**config.mk**
```make
export PLATFORM = sky130hd
export DESIGN_NAME = clk_ctrl_flat
export DESIGN_NICKNAME = d
export VERILOG_FILES = /design/src/rtl/clk_ctrl_pkg.sv /design/src/rtl/clk_ctrl_if.sv /design/src/rtl/clk_period_cnt.sv /design/src/rtl/clk_ctrl.sv /design/src/flat_wrapper.sv
export SDC_FILE = /design/constraint.sdc
export NUM_CORES = 1
export LEC_CHECK = 0
export CORE_ASPECT_RATIO = 1.2
export CORE_MARGIN = 8
export CORE_UTILIZATION = 45
export CTS_CLUSTER_DIAMETER = 100
export DETAILED_ROUTE_END_ITERATION = 8
export PLACE_DENSITY = 0.65
export SLEW_MARGIN = 10
export SYNTH_ARGS = -nofsm -noshare
export SYNTH_HDL_FRONTEND = slang
export SYNTH_HIERARCHICAL = 1
export SYNTH_SLANG_ARGS = --single-unit
```
**constraint.sdc**
```tcl
create_clock -name clk -period 4 [get_ports clk]
set_clock_uncertainty 0.1 [all_clocks]
set_input_delay 0.8 -clock clk [delete_from_list [all_inputs] [get_ports clk]]
set_output_delay 0.8 -clock clk [all_outputs]
set_load 0.02 [all_outputs]
```
**src/rtl/clk_ctrl_pkg.sv**
```systemverilog
// Shared encodings for the CPU slow-clock controller: debug mode values and FSM states.
package clk_ctrl_pkg;

    typedef logic [1:0] mode_t;
    typedef logic [1:0] state_t;

    localparam mode_t MODE_HALT = 2'b00;
    localparam mode_t MODE_RUN  = 2'b01;
    localparam mode_t MODE_STEP = 2'b10;

    localparam state_t ST_IDLE     = 2'd0;
    localparam state_t ST_RUN      = 2'd1;
    localparam state_t ST_STEP_RUN = 2'd2;

endpackage

```
**src/rtl/clk_ctrl_if.sv**
```systemverilog
// Debug-side control and status bundle of the slow-clock controller.
// master = debug logic / testbench, slave = clk_ctrl.
interface clk_ctrl_if #(
    parameter int CNT_W  = 32,
    parameter int TCNT_W = 16
);
    import clk_ctrl_pkg::*;

    mode_t              mode;
    logic               step_req;
    logic               div_wr;
    logic [CNT_W-1:0]   div_data;
    logic               div_busy;
    logic               div_ack;
    logic               clk_out;
    logic               tick;
    logic               step_done;
    logic [TCNT_W-1:0]  tick_cnt;

    modport master (
        output mode, step_req, div_wr, div_data,
        input  div_busy, div_ack, clk_out, tick, step_done, tick_cnt
    );

    modport slave (
        input  mode, step_req, div_wr, div_data,
        output div_busy, div_ack, clk_out, tick, step_done, tick_cnt
    );

endinterface

```
**src/rtl/clk_period_cnt.sv**
```systemverilog
// Period counter: counts 0..div-1 while enabled, flags the last cycle, registers clk_out/tick.
// Latency: clk_out/tick lag the counter by one cycle; boundary is combinational from cnt.
// Backpressure: none; div must only change while cnt is 0 or at the boundary.
module clk_period_cnt #(
    parameter int CNT_W = 32
) (
    input  logic             clk,
    input  logic             rst_n,
    input  logic             en,
    input  logic [CNT_W-1:0] div,
    output logic             boundary,
    output logic             clk_out,
    output logic             tick
);

    localparam logic [CNT_W-1:0] ONE = {{(CNT_W-1){1'b0}}, 1'b1};

    logic [CNT_W-1:0] cnt;
    logic [CNT_W-1:0] last;
    logic [CNT_W-1:0] half;

    assign last     = div - ONE;
    assign half     = div >> 1;
    assign boundary = en && (cnt == last);

    always_ff @(posedge clk or negedge rst_n) begin
        if (!rst_n) begin
            cnt     <= '0;
            clk_out <= 1'b0;
            tick    <= 1'b0;
        end else begin
            if (!en || boundary)
                cnt <= '0;
            else
                cnt <= cnt + ONE;
            clk_out <= en && (cnt < half);
            tick    <= boundary;
        end
    end

endmodule

```
**src/rtl/clk_ctrl.sv**
```systemverilog
// Run/halt/single-step controller with runtime-programmable divisor for the CPU slow clock.
// Latency: clk_out rises two cycles after RUN is requested; divisor writes land at the next boundary.
// Backpressure: div_busy high while a write is pending; further div_wr are dropped, not queued.
module clk_ctrl
    import clk_ctrl_pkg::*;
#(
    parameter int               CNT_W       = 32,
    parameter logic [CNT_W-1:0] DEFAULT_DIV = 50_000_000,
    parameter logic [CNT_W-1:0] MIN_DIV     = 2,
    parameter int               TCNT_W      = 16
) (
    input  logic       clk,
    input  logic       rst_n,
    clk_ctrl_if.slave  bus
);

    localparam logic [TCNT_W-1:0] TONE = {{(TCNT_W-1){1'b0}}, 1'b1};

    state_t             state;
    state_t             state_nxt;
    logic [CNT_W-1:0]   div_reg;
    logic [CNT_W-1:0]   pend_val;
    logic               pend_vld;
    logic               div_ack;
    logic               step_done;
    logic [TCNT_W-1:0]  tick_cnt;
    logic               boundary;
    logic               active;
    logic               accept;
    logic               apply;

    assign active = (state != ST_IDLE);

    // Mode is only sampled when idle or on the last cycle of a period.
    always_comb begin
        state_nxt = state;
        case (state)
            ST_IDLE: begin
                if (bus.mode == MODE_RUN)
                    state_nxt = ST_RUN;
                else if (bus.mode == MODE_STEP && bus.step_req)
                    state_nxt = ST_STEP_RUN;
            end
            ST_RUN: begin
                if (boundary && bus.mode != MODE_RUN)
                    state_nxt = ST_IDLE;
            end
            ST_STEP_RUN: begin
                if (boundary)
                    state_nxt = ST_IDLE;
            end
            default: state_nxt = ST_IDLE;
        endcase
    end

    // apply needs the registered pending flag, so a write on a boundary waits a full period.
    assign accept = bus.div_wr && !pend_vld;
    assign apply  = pend_vld && (!active || boundary);

    always_ff @(posedge clk or negedge rst_n) begin
        if (!rst_n) begin
            state     <= ST_IDLE;
            div_reg   <= DEFAULT_DIV;
            pend_val  <= '0;
            pend_vld  <= 1'b0;
            div_ack   <= 1'b0;
            step_done <= 1'b0;
            tick_cnt  <= '0;
        end else begin
            state <= state_nxt;
            if (apply) begin
                div_reg  <= pend_val;
                pend_vld <= 1'b0;
            end else if (accept) begin
                pend_val <= (bus.div_data < MIN_DIV) ? MIN_DIV : bus.div_data;
                pend_vld <= 1'b1;
            end
            div_ack   <= apply;
            step_done <= (state == ST_STEP_RUN) && boundary;
            if (boundary)
                tick_cnt <= tick_cnt + TONE;
        end
    end

    clk_period_cnt #(
        .CNT_W (CNT_W)
    ) u_cnt (
        .clk      (clk),
        .rst_n    (rst_n),
        .en       (active),
        .div      (div_reg),
        .boundary (boundary),
        .clk_out  (bus.clk_out),
        .tick     (bus.tick)
    );

    assign bus.div_busy  = pend_vld;
    assign bus.div_ack   = div_ack;
    assign bus.step_done = step_done;
    assign bus.tick_cnt  = tick_cnt;

endmodule

```
**src/flat_wrapper.sv**
```systemverilog
// flat-port wrapper written by rule: the top's interface ports become plain ports
module clk_ctrl_flat import clk_ctrl_pkg::*;
#(
    parameter int               CNT_W       = 32,
    parameter logic [CNT_W-1:0] DEFAULT_DIV = 50_000_000,
    parameter logic [CNT_W-1:0] MIN_DIV     = 2,
    parameter int               TCNT_W      = 16
)
  (clk, rst_n, bus_mode, bus_step_req, bus_div_wr, bus_div_data, bus_div_busy, bus_div_ack, bus_clk_out, bus_tick, bus_step_done, bus_tick_cnt);
  clk_ctrl_if #(.CNT_W(CNT_W), .TCNT_W(TCNT_W)) bus_i ();
  input  logic clk;
  input  logic rst_n;
  input wire logic [$bits(bus_i.mode)-1:0] bus_mode;
  input wire logic [$bits(bus_i.step_req)-1:0] bus_step_req;
  input wire logic [$bits(bus_i.div_wr)-1:0] bus_div_wr;
  input wire logic [$bits(bus_i.div_data)-1:0] bus_div_data;
  output wire logic [$bits(bus_i.div_busy)-1:0] bus_div_busy;
  output wire logic [$bits(bus_i.div_ack)-1:0] bus_div_ack;
  output wire logic [$bits(bus_i.clk_out)-1:0] bus_clk_out;
  output wire logic [$bits(bus_i.tick)-1:0] bus_tick;
  output wire logic [$bits(bus_i.step_done)-1:0] bus_step_done;
  output wire logic [$bits(bus_i.tick_cnt)-1:0] bus_tick_cnt;
  assign bus_i.mode = bus_mode;
  assign bus_i.step_req = bus_step_req;
  assign bus_i.div_wr = bus_div_wr;
  assign bus_i.div_data = bus_div_data;
  assign bus_div_busy = bus_i.div_busy;
  assign bus_div_ack = bus_i.div_ack;
  assign bus_clk_out = bus_i.clk_out;
  assign bus_tick = bus_i.tick;
  assign bus_step_done = bus_i.step_done;
  assign bus_tick_cnt = bus_i.tick_cnt;
  clk_ctrl #(.CNT_W(CNT_W), .DEFAULT_DIV(DEFAULT_DIV), .MIN_DIV(MIN_DIV), .TCNT_W(TCNT_W)) u_core (.clk(clk), .rst_n(rst_n), .bus(bus_i));
endmodule
```
==> flow_summary.yaml, run 1 <==
die:
  die_y_um: 152
  die-area_um2: 19600
  boundaryPins: 59
  core_area_um2: 15000
  die_x_um: 129
  start_util_pct: 45.9
  fp-row-count: 49
detailed_routing:
  drtPass1Iterations: 6
  post_drt_wl_per_cell_um: 17.4
  via_per_inst: 5.40
  drtAntennaViolNets: 0
  drtIter0Drc: 217
  vias: 5171
  wirelength_mm: 16.6
  drc: 0
finish:
  utilization_pct: 56.4
  fin_nets: 813
  layout-drive-gt1-share_pct: 21.0
  syn_to_final_growth_pct: 22.7
  diodes: 0
logic_synthesis:
  synth_flop_cell: "dfrtp_1"
  synth.avg_cell_area_um2: 10.6
  synth_edf_count: 0
  ys_ff_latch: 119
  netlist_top_cells_area: "dfrtp_1 39%, mux2_2 9.3%, xnor2_1 6.6%"
  ys_async_sr_fraction_pct: 100
  synthMostInstantiatedCell: "dfrtp_1"
  seq_area_frac_synth_pct: 43.4
  synthCells: 648
  synth_commonest_cells: "107 x dfrtp_1, 61 x nor2_1, 57 x mux2_2, 52 x xnor2_1, 40 x inv_1"
  yosysUniqueCellTypes: 61
  synth_top_cell_by_area: "dfrtp_1"
  synthesis.nets: 719
  ys.warnings.count: 6
  syn-cell-area_um2: 6900
  netlist.area_leader.share_pct: 38.8
worst_setup_path:
  crit_arrival_ns: 4.11
  reg2reg_to: "u_core/bus.tick_cnt[9]$_DFFE_PN0P_"
  worstSetupPathType: "reg2reg"
  start_kind: "register"
  cp_data_required_time_ns: 4.25
  crit-reg2reg-launch: "u_core/div_reg[5]$_DFFE_PN0P_"
  regToRegSetupSlack_ns: 0.14
  end_kind: "register"
  cp_max_fo: 5
  rr_worst_depth: 13
place:
  place.gp.congestion: 0.840
  io_buffers: 58
  dpl.hpwl_mm: 12.5
  pre_cts_slack_ns: -0.0932
sta:
  period_share_pct: 96.5
  setup_violations: 0
  worst_slack_ns: 0.141
  rsz0062_at_grt: "yes"
  fin_crit_ns: 3.86
  fin_tns_setup_ns: 0
  tightest_slew_ns: 0.864
  fmax_mhz: 259
  drv_slew: 0
  report.final.hold_viol_count: 0
  relSlewSlack_pct: 42.4
grt:
  use_met1_pct: 21.5
  use_met3_pct: 4.62
  use_met2_pct: 30.4
  grt_pass1_vias: 5522
  grt_pass1_wl_mm: 27.5
  grt_busiest_layer: "met2"
  antenna_found_initial: 0
  grt_max_degree: 69
  track_usage_pct: 18.1
  grt_remaining_overflow: 0
power:
  p_per_area_nw_per_um2: 606
  cellLeakagePower_nw: 3.80
  ir_worst_vdd_v: 0.000352
clock_network:
  cts_tree: "built"
  clk_transition_reported_paths_ns: 0.06
  root_buffer: "clkbuf_16"
  cts_buffer_depth: 2
  htreeDepth: 4
  insertion_delay_ns: 0.42
  cts_buffers: 17
  cts.sinks: 119
run:
  maxCapViolCount: 0
status:
  status: "finished clean"
min_path:
  hold_class: "in2async"
[timing repair]
item                       CTS  global route
pin swaps                   10             4
setup buffers                2             0
resized for setup            3             3
gates cloned                 0             0
hold buffers                 0             0
setup endpoints to repair   29            46
[worst max path at each step]
stage,end,slack [ns],start,depth (start not counted)
5_1_grt,u_core/bus.tick_cnt[9]$_DFFE_PN0P_,-0.03,u_core/div_reg[5]$_DFFE_PN0P_,13
3_5_place_dp,u_core/bus.tick_cnt[10]$_DFFE_PN0P_,-0.09,u_core/div_reg[2]$_DFFE_PN0P_,13
4_1_cts,u_core/bus.tick_cnt[9]$_DFFE_PN0P_,-0.03,u_core/div_reg[5]$_DFFE_PN0P_,13
6_report,u_core/bus.tick_cnt[9]$_DFFE_PN0P_,0.14,u_core/div_reg[5]$_DFFE_PN0P_,13
2_1_floorplan,u_core/bus.tick_cnt[9]$_DFFE_PN0P_,-0.03,u_core/div_reg[2]$_DFFE_PN0P_,13
3_3_place_gp,u_core/bus.tick_cnt[10]$_DFFE_PN0P_,-0.02,u_core/div_reg[2]$_DFFE_PN0P_,13
[layout make-up]
class	count	area [um^2]
fillers	1287	6560
clock inverters	14	129
clock buffers	17	425
well taps	204	255
multi-input cells	474	3650
inverters	40	150
flip-flops and latches	119	2990
repair buffers	90	860
[layout by cell type, fill, tap and decap left out, drive strengths merged, types with 18 or more instances in the layout]
cell type      synthesis  final
clkdlybuf4s50          0     57
inv                   40     43
buf                   11     33
ha                    33     33
xnor2                 52     52
nor4                  18     18
nand2                 26     26
nor2                  63     63
dfrtp                107    107
mux2                  64     64
xor2                  37     37
nand3                 24     24
nand4                 25     25
[where the power goes]
| group | switching (mW) | internal, mW | leakage [nW] | total (mW) |
|---|---|---|---|---|
| combinational | 0.789 | 0.879 | 2.05 | 1.67 |
| clock | 0.584 | 0.853 | 0.266 | 1.44 |
| sequential | 0.404 | 1.62 | 1.48 | 2.03 |
[stage by stage]
step	power (mW)	area, um^2	hold slack (ns)	instances
CTS	5.15	8450	0.383	958
global placement	3.58	7860	0.379	925
floorplan	3.11	6910	0.346	648
finish	5.13	8460	0.381	958
global route	5.45	8460	0.407	958
detailed placement	3.68	7860	0.367	925
[per-layer routing]
layer  vias up  part of all wire, %
li1       2480                    -
met1      2560                   45
met3        28                  3.7
met4         0                  2.2
met5         -                    0
met2       103                   49
[critical path, cell delays in order, from the launching register on]
cell and delay, ns:
dfrtp_1 0.38, or4_4 0.53, or4_4 0.51, or3_1 0.33, o211a_1 0.12, or4_4 0.41
a2111o_1 0.34, nor4_2 0.15, and2_1 0.19, buf_6 0.14, nand4_4 0.12, nor2_4 0.16
and3_4 0.20, xor2_1 0.13
[kinds of logic (layout without fill, tap and decap cells)]
family          after synthesis  count (layout)  synth area share, %
xor+xnor                     89              89                 11.3
mux                          66              66                 11.1
simple gates                226             226                 17.8
compound gates               60              60                 6.22
flops                       119             119                 43.4
fa+ha+maj                    33              33                 5.99
buf+inv                      55             161                 4.14
Power figures use the tool's default switching activity.
==> run 2: changes to the inputs <==
- HOLD_SLACK_MARGIN: default -> 0.02
==> results of run 2 <==
Final layout, timing and power as in run 1 (identical DEF).
==> run 3: changes to the inputs <==
- SYNTH_HIERARCHICAL: 1 -> default
==> flow_summary.yaml, run 3 <==
place:
  dpl.hpwl_mm: 12.5
  io_buffers: 58
  place.gp.congestion: 0.918
worst_setup_path:
  crit_chain: "or4_1, or3_4, or4_1, o211ai_1, a21oi_1, or3_4, o31ai_4, nand2_4, buf_12, mux2_4"
  rr_worst_depth: 10
  reg2reg_to: "u_core.div_reg[11]$_DFFE_PN0P_"
  regToRegSetupSlack_ns: 0.18
  end_kind: "register"
  worstSetupPathType: "reg2reg"
  cp_num_cells: 10
  cp_data_required_time_ns: 4.20
  cp_max_fo: 33
  endpoint: "u_core.div_reg[11]$_DFFE_PN0P_"
  cp_top_family: "simple AND/OR/NAND/NOR gates"
  crit_start: "u_core.div_reg[22]$_DFFE_PN1P_"
  crit-reg2reg-launch: "u_core.div_reg[22]$_DFFE_PN1P_"
  slowest_delay_ns: 0.61
  crit_arrival_ns: 4.02
  worst_path_max_delay_cell: "or4_1"
  crit_buf_inv: 1
  start_kind: "register"
grt:
  grt_remaining_overflow: 0
  grt_pass1_wl_mm: 27.5
  grt_pass1_vias: 5564
  track_usage_pct: 17.3
  antenna_found_initial: 0
  grt_max_degree: 71
clock_network:
  post_cts_buffers: 0
  clk_transition_reported_paths_ns: 0.06
  insertion_delay_ns: 0.41
  htreeDepth: 4
  cts_resized: 0
  cts_buffers: 17
  cts_tree: "built"
  holdBufCountCts: 0
  cts_buffer_depth: 2
  cts.sinks: 119
  root_buffer: "clkbuf_16"
sta:
  report.final.hold_viol_count: 0
  period_share_pct: 95.5
  fin_crit_ns: 3.82
  fin_tns_setup_ns: 0
  tightest_slew_ns: 1.05
  relSlewSlack_pct: 29.9
  rsz0062_at_grt: "no"
  fmax_mhz: 262
  setup_violations: 0
  drv_slew: 0
logic_synthesis:
  synth_edf_count: 0
  netlist.area_leader.share_pct: 37.9
  synthCells: 755
  synth_top_cell_by_area: "dfrtp_1"
  synth_commonest_cells: "122 x nand2_1, 107 x dfrtp_1, 74 x nor2_1, 43 x inv_1, 43 x xor2_1"
  ys_async_sr_fraction_pct: 100
  synth.avg_cell_area_um2: 9.36
  syn-cell-area_um2: 7070
  synth_adder_area_share_pct: 5.84
  synthesis.nets: 826
  seq_area_frac_synth_pct: 42.4
  synth_mux_area_share_pct: 7.26
  synth-compound-area-share_pct: 6.66
  synth_top_family_by_area: "simple AND/OR/NAND/NOR gates"
  netlist_top_cells_area: "dfrtp_1 38%, nand2_1 6.5%, mux2_4 6.2%"
  ys.warnings.count: 0
  synth_xor_xnor_area_share_pct: 9.92
  yosysUniqueCellTypes: 60
  synthSimpleGateAreaFrac_pct: 23.6
  ys_ff_latch: 119
  synthMostInstantiatedCell: "nand2_1"
  synth_flop_cell: "dfrtp_1"
finish:
  diodes: 0
  fin_nets: 886
  utilization_pct: 55.1
  layout_commonest_cell: "nand2_1"
  syn_to_final_growth_pct: 20.9
  final_cell_mix: "122 x nand2_1, 107 x dfrtp_1, 74 x nor2_1, 57 x clkdlybuf4s50_1"
  nFillCells: 1431
  layout-drive-gt1-share_pct: 12.2
die:
  start_util_pct: 45.5
  boundaryPins: 59
  die-area_um2: 20000
  die_y_um: 153
  fp-row-count: 50
  core_area_um2: 15500
  die_x_um: 130
power:
  cellLeakagePower_nw: 4.01
  p_per_area_nw_per_um2: 633
  ir_worst_vdd_v: 0.000338
detailed_routing:
  drc: 0
  via_per_inst: 5.41
  wirelength_mm: 16.5
  drtPass1Iterations: 4
  post_drt_wl_per_cell_um: 15.9
  drtAntennaViolNets: 0
  vias: 5596
  drtIter0Drc: 239
run:
  maxCapViolCount: 0
status:
  status: "finished clean"
min_path:
  hold_class: "reg2reg"
==> run 3: cell count changes after synthesis, moves of 6 or more <==
cell	change
xor2_1	+6
nor3_1	+6
buf_6	-7
xnor2_1	-15
mux2_2	-51
nor2_1	+13
clkbuf_1	+21
mux2_4	+22
nand2_1	+96
and3_1	+6
==> run 3: kinds of logic (layout without fill, tap and decap cells) <==
logic type | count (synthesis) | after routing
simple gates | 345 | 345
flops | 119 | 119
xor+xnor | 80 | 80
buf+inv | 75 | 147
compound gates | 67 | 67
mux | 36 | 36
fa+ha+maj | 33 | 33
==> run 3: layout make-up <==
class	count	area, um^2	share of cell area, %
clock buffer	23	488	5.71
multi-input combinational	561	3770	44.1
tap	208	260	3.05
sequential	119	2990	35.0
clock inverter	8	145	1.70
inverter	43	161	1.89
timing repair buffer	73	728	8.52
==> run 3: metrics by stage <==
stage          area, um^2  cells  hold slack, ns  setup slack [ns]  power [mW]
6_report             8550   1035           0.367             0.178        5.41
5_1_grt              8550   1035           0.390            0.0373        5.75
4_1_cts              8550   1035           0.371             0.189        5.45
3_5_place_dp         7910   1004           0.361             0.213        3.78
3_3_place_gp         7910   1004           0.358             0.288        3.71
2_1_floorplan        7070    755           0.342             0.212        3.24
==> run 3: layer usage <==
metal  global-route usage [%]  vias up  wire length, um
met2                     27.8      120             7820
met1                     21.8     2714             7570
met4                     8.44        0              481
met3                     3.13       30              600
met5                        0        -                0
li1                         -     2732                -
==> run 3: report_power, final <==
part | switching, mW | internal (mW) | total (mW)
Combinational | 0.870 | 0.851 | 1.72
Clock | 0.530 | 1.10 | 1.63
Sequential | 0.459 | 1.60 | 2.06
==> run 3: worst min-delay path by stage <==
stage	from	to	slack [ns]	depth (start not counted)
final	u_core.bus.tick_cnt[15]$_DFFE_PN0N_	u_core.bus.tick_cnt[15]$_DFFE_PN0N_	0.37	1
after global routing	u_core.pend_val[3]$_DFFE_PN0P_	u_core.pend_val[3]$_DFFE_PN0P_	0.39	2
after CTS	u_core.bus.tick_cnt[15]$_DFFE_PN0N_	u_core.bus.tick_cnt[15]$_DFFE_PN0N_	0.37	1
after detailed placement	u_core.bus.tick_cnt[15]$_DFFE_PN0N_	u_core.bus.tick_cnt[15]$_DFFE_PN0N_	0.36	1
after global placement	u_core.bus.tick_cnt[15]$_DFFE_PN0N_	u_core.bus.tick_cnt[15]$_DFFE_PN0N_	0.36	1
after floorplan	u_core.pend_val[31]$_DFFE_PN0P_	u_core.pend_val[31]$_DFFE_PN0P_	0.34	2
